$ cat src/rtl/mem_access_ctrl.sv
// mem_access_ctrl: MEM-stage data-memory FSM (IDLE/BUSY/DONE) with pipeline stall and MEM/WB register.
// Define MEM_TIMEOUT_EN to bound BUSY to TIMEOUT_CYCLES and raise a sticky err_o.
module mem_access_ctrl #(
    parameter int DATA_WIDTH     = 32,
    parameter int TIMEOUT_CYCLES = 16
) (
    input  logic                  clk,
    input  logic                  rst_n,
    input  logic                  mem_r_i,
    input  logic                  w_mem_ena_i,
    input  logic [DATA_WIDTH-1:0] alu_res_i,
    input  logic [DATA_WIDTH-1:0] rt_data_i,
    input  logic [4:0]            rd_i,
    input  logic                  w_reg_ena_i,
    input  logic                  wb_sel_i,
    output logic                  stall_o,
    output logic                  dm_req_o,
    output logic                  dm_we_o,
    output logic [DATA_WIDTH-1:0] dm_addr_o,
    output logic [DATA_WIDTH-1:0] dm_wdata_o,
    input  logic                  dm_ack_i,
    input  logic [DATA_WIDTH-1:0] dm_rdata_i,
    output logic                  wb_valid_o,
    output logic                  wb_w_reg_ena_o,
    output logic [DATA_WIDTH-1:0] wb_data_o,
    output logic [4:0]            wb_rd_o,
    output logic                  err_o
);
    typedef enum logic [1:0] {IDLE, BUSY, DONE} state_t;
    state_t                state_q;
    logic                  access, to_hit, to_q;
    logic                  dm_req_q, dm_we_q, wb_valid_q, wb_wen_q;
    logic [DATA_WIDTH-1:0] dm_addr_q, dm_wdata_q, rdata_q, wb_data_q, wb_data_d;
    logic [4:0]            wb_rd_q;

    assign access    = mem_r_i | w_mem_ena_i;
    assign stall_o   = (state_q == IDLE && access) || state_q == BUSY;
    assign wb_data_d = to_q ? '0 : wb_sel_i ? rdata_q : alu_res_i;

    always_ff @(posedge clk or negedge rst_n) begin
        if (!rst_n) begin
            state_q    <= IDLE;
            dm_req_q   <= 1'b0;
            dm_we_q    <= 1'b0;
            dm_addr_q  <= '0;
            dm_wdata_q <= '0;
            rdata_q    <= '0;
            wb_valid_q <= 1'b0;
            wb_wen_q   <= 1'b0;
            wb_data_q  <= '0;
            wb_rd_q    <= '0;
        end else begin
            case (state_q)
                IDLE: if (access) begin
                    state_q    <= BUSY;
                    dm_req_q   <= 1'b1;
                    dm_we_q    <= w_mem_ena_i & ~mem_r_i;
                    dm_addr_q  <= alu_res_i;
                    dm_wdata_q <= rt_data_i;
                end
                BUSY: if (dm_ack_i || to_hit) begin
                    // a timed-out access leaves rdata_q untouched; to_q zeroes the write-back instead
                    if (dm_ack_i) rdata_q <= dm_rdata_i;
                    state_q  <= DONE;
                    dm_req_q <= 1'b0;
                    dm_we_q  <= 1'b0;
                end
                default: state_q <= IDLE;
            endcase
            wb_valid_q <= !stall_o;
            wb_wen_q   <= !stall_o && w_reg_ena_i && !to_q;
            if (!stall_o) begin
                wb_data_q <= wb_data_d;
                wb_rd_q   <= rd_i;
            end
        end
    end

`ifdef MEM_TIMEOUT_EN
    localparam int CW = $clog2(TIMEOUT_CYCLES + 1);
    logic [CW-1:0] cnt_q;
    logic          err_q;

    assign to_hit = state_q == BUSY && !dm_ack_i && cnt_q == CW'(TIMEOUT_CYCLES - 1);
    assign err_o  = err_q;

    always_ff @(posedge clk or negedge rst_n) begin
        if (!rst_n) begin
            cnt_q <= '0;
            err_q <= 1'b0;
            to_q  <= 1'b0;
        end else begin
            cnt_q <= (state_q == BUSY && !dm_ack_i && !to_hit) ? cnt_q + CW'(1) : '0;
            err_q <= err_q | to_hit;
            to_q  <= to_hit;
        end
    end
`else
    assign to_hit = 1'b0;
    assign to_q   = 1'b0;
    assign err_o  = 1'b0;
`endif

    assign dm_req_o       = dm_req_q;
    assign dm_we_o        = dm_we_q;
    assign dm_addr_o      = dm_addr_q;
    assign dm_wdata_o     = dm_wdata_q;
    assign wb_valid_o     = wb_valid_q;
    assign wb_w_reg_ena_o = wb_wen_q;
    assign wb_data_o      = wb_data_q;
    assign wb_rd_o        = wb_rd_q;
endmodule

$ cat config.mk
export PLATFORM = sky130hd
export DESIGN_NAME = mem_access_ctrl
export DESIGN_NICKNAME = d
export VERILOG_FILES = /design/src/rtl/mem_access_ctrl.sv
export SDC_FILE = /design/constraint.sdc
export NUM_CORES = 1
export LEC_CHECK = 0
export CAP_MARGIN = 40
export CORE_ASPECT_RATIO = 1.5
export CORE_MARGIN = 2
export CORE_UTILIZATION = 40
export CTS_CLUSTER_DIAMETER = 40
export DETAILED_ROUTE_END_ITERATION = 7
export GPL_TIMING_DRIVEN = 0
export PLACE_DENSITY = 0.82
export SLEW_MARGIN = 10
export SYNTH_ARGS = -nofsm -noshare
export SYNTH_HDL_FRONTEND = slang
export SYNTH_SLANG_ARGS = --single-unit
$ cat constraint.sdc
create_clock -name clk -period 3.75 [get_ports clk]
set_clock_uncertainty 0.15 [all_clocks]
set_input_delay 0.75 -clock clk [delete_from_list [all_inputs] [get_ports clk]]
set_output_delay 0.75 -clock clk [all_outputs]
set_load 0.01 [all_outputs]
==> results.md <==
- Status: finished clean
- Fin crit period: 3.19 ns
- Leak: 3.68 nW
- Clock-pin slew on the worst setup and hold paths: 0.06 ns
- Worst Path Required: 2.85 ns
- Hold_buf cts: 0
- Vias in the first global route: 4413
- Final Setup Violations: 0
- Global route overflow: 0
- GRT Resource Usage Total: 19.8%
- Rows: 53
- Placed cell area: 8090 um^2
- First-pass GRT wire length: 22800 um
- Synthesized area: 5700 um^2
- Crit. Startpoint: w_mem_ena_i
- Crit Path Class: in -> out
- Ys flop type: dfrtp_1
- Worst vdd ir: 0.317 mV
- Die height: 150 um
- CTS root buf: clkbuf_16
- Top-level port count: 215
- Synth area leader: dfrtp_1
- Worst hold slack: 0.188 ns
- Share of layout cells above drive strength 1: 24.8%
- Die Area: 15200 um^2
- Initial antenna violation count: 0
- Setup TNS: 0 ns
- Count of different cell masters after synthesis: 27
- CTS buffer count: 17
- Final Max Slew Viols: 0
- Number of max-cap violations: 0
- DR iter-0 viols: 137
- Count of final hold-check violations: 0
- Slowest cell delay on critical path: 0.51 ns
- Syn_area_per_cell: 15.0 um^2
- Post-CTS sizing: 0
- Fmax: 314 MHz
- RSZ-0062 raised after global routing: no
- EDFF count, synth: 0
- Worst Hold Class: in -> async
- Bufs on Longest Clock Path: 2
- Ant. Diodes: 0
- Core Area: 14000 um^2
- Routed via count: 4038
- Layout area overhead: 51.9%
- Final core utilization: 61.9%
- Most frequent cell after synthesis: dfrtp_1
- Type of origin of the critical path: input port
- Synthesized flop and latch total: 139
- Crit path max fanout: 7
- Dpl hpwl: 10900 um
- Yosys synthesis warning count: 0
- Post-CTS Setup Inserts: 0
- Pwr dens: 730 nW/um^2
- WP data arrival: 2.29 ns
- Layout net count: 719
- Post-Syn Instances: 379
- Worst path most repeated cell: clkdlybuf4s50_1
- Clock Sinks: 139
- Crit path capture type: primary output
- Worst Tran Pin Value: 0.679 ns
- Slowest stage cell, crit path: clkdlybuf4s50_1
- Power, Total: 0.00632 W
- Via density: 4.95
- Synth top cells by count: 139 x dfrtp_1, 64 x mux2_2, 34 x a21oi_1
- Slew HR: 54.7%
- Register-to-Register Path Depth: 5
- Die width: 101 um
- Crit path cell chain: clkdlybuf4s50_1, nor3_4, nor2_8, clkdlybuf4s50_1
- Number of H-tree levels: 4
- Asr flop ratio synth: 100%
- Period utilization: 85.0%
- ANT nets after route: 0
- Worst reg2reg startpoint: state_q[0]
- Placer congestion estimate: 0.752
- Buffers added on ports: 212
- Post-synth top area share: 61.0%
- Post-route cell area: 8660 um^2
- DRC violations left: 0
- Synth area leaders: dfrtp_1 61%, mux2_2 13%, mux2_4 7.9%
- Clock latency on the worst-skew pair: 0.40 ns
- WL final: 14700 um
- CTS tree: yes
- Synthesized Nets: 487
- Largest net degree at the start of global routing: 73
- Starting Density: 40.7%
- Routed wire length per instance: 18.1 um
- Seq/Total Area, Yosys: 61.0%
- DRT Pass-1 Iters: 4
sequential cells by signal, summed over array words and instances, names as in the netlist:
signal,count
wb_rd_o,5
dm_we_o,1
rdata_q,32
dm_addr_o,32
state_q,2
wb_w_reg_ena_o,1
wb_data_o,32
dm_req_o,1
wb_valid_o,1
dm_wdata_o,32
per-layer routing:
metal,routed length [um],part of all wire (%),GRT usage [%]
met5,0,0,0
met3,812,5.5,5.52
met1,5540,38,21.4
met2,8030,55,35.9
met4,348,2.4,7.84
cells in the final DEF (no fill, tap or decap), types with 2 or more instances in the layout:
cell type,instances
nor3_1,32
clkinv_4,3
clkdlybuf4s50_1,211
buf_12,3
buf_1,2
mux2_4,30
clkbuf_1,2
buf_6,2
buf_2,8
clkbuf_16,17
dfrtp_1,139
mux2_1,7
inv_1,2
mux2_2,64
inv_6,4
a21oi_1,34
nand2_1,2
buf_4,9
clkinvlp_4,6
mux2i_1,32
worst max-delay path: cells and delay by family:
kind	cells	cell delay, ns
and+or+nand+nor	2	0.53
buffers and inverters	2	1.01
report_power, final:
part	internal (W)	switching, W	total, W
Clock	0.000921	0.000671	0.00159
Combinational	0.00144	0.000883	0.00233
Sequential	0.00208	0.000320	0.00241
worst paths after layout:
check	slack (ns)	endpoint
worst max-delay path	0.56	stall_o
worst min-delay path	0.19	dm_wdata_o[11]
worst max register to register	1.97	wb_data_o[22]
worst min register to register	0.33	dm_req_o
max in group asynchronous	2.48	rdata_q[12]
min in group clk	0.33	dm_req_o
layout make-up:
| type | instances | area [um^2] |
|---|---|---|
| Tap cell | 192 | 240 |
| Buffer | 25 | 194 |
| Sequential cell | 139 | 3480 |
| Timing Repair Buffer | 213 | 2150 |
| Fill cell | 1052 | 5330 |
| Inverter | 3 | 13.8 |
| Clock buffer | 17 | 425 |
| Multi-Input combinational cell | 212 | 2020 |
| Clock inverter | 15 | 141 |
cells by family after synthesis:
| kind of cell | after synthesis | share of synthesized area [%] |
|---|---|---|
| and+or+nand+nor | 40 | 4.26 |
| buffers and inverters | 28 | 3.64 |
| DFF | 139 | 61.0 |
| other | 1 | 0.0658 |
| muxes | 133 | 27.5 |
| AOI/OAI and AO/OA | 38 | 3.49 |
metrics by stage:
step                setup WS [ns]  std cells
floorplan                    1.69        379
finish                      0.561        816
global route                0.445        816
detailed placement          0.532        784
global placement            -3.49        783
CTS                         0.539        816
(Power assumes the default switching activity.)
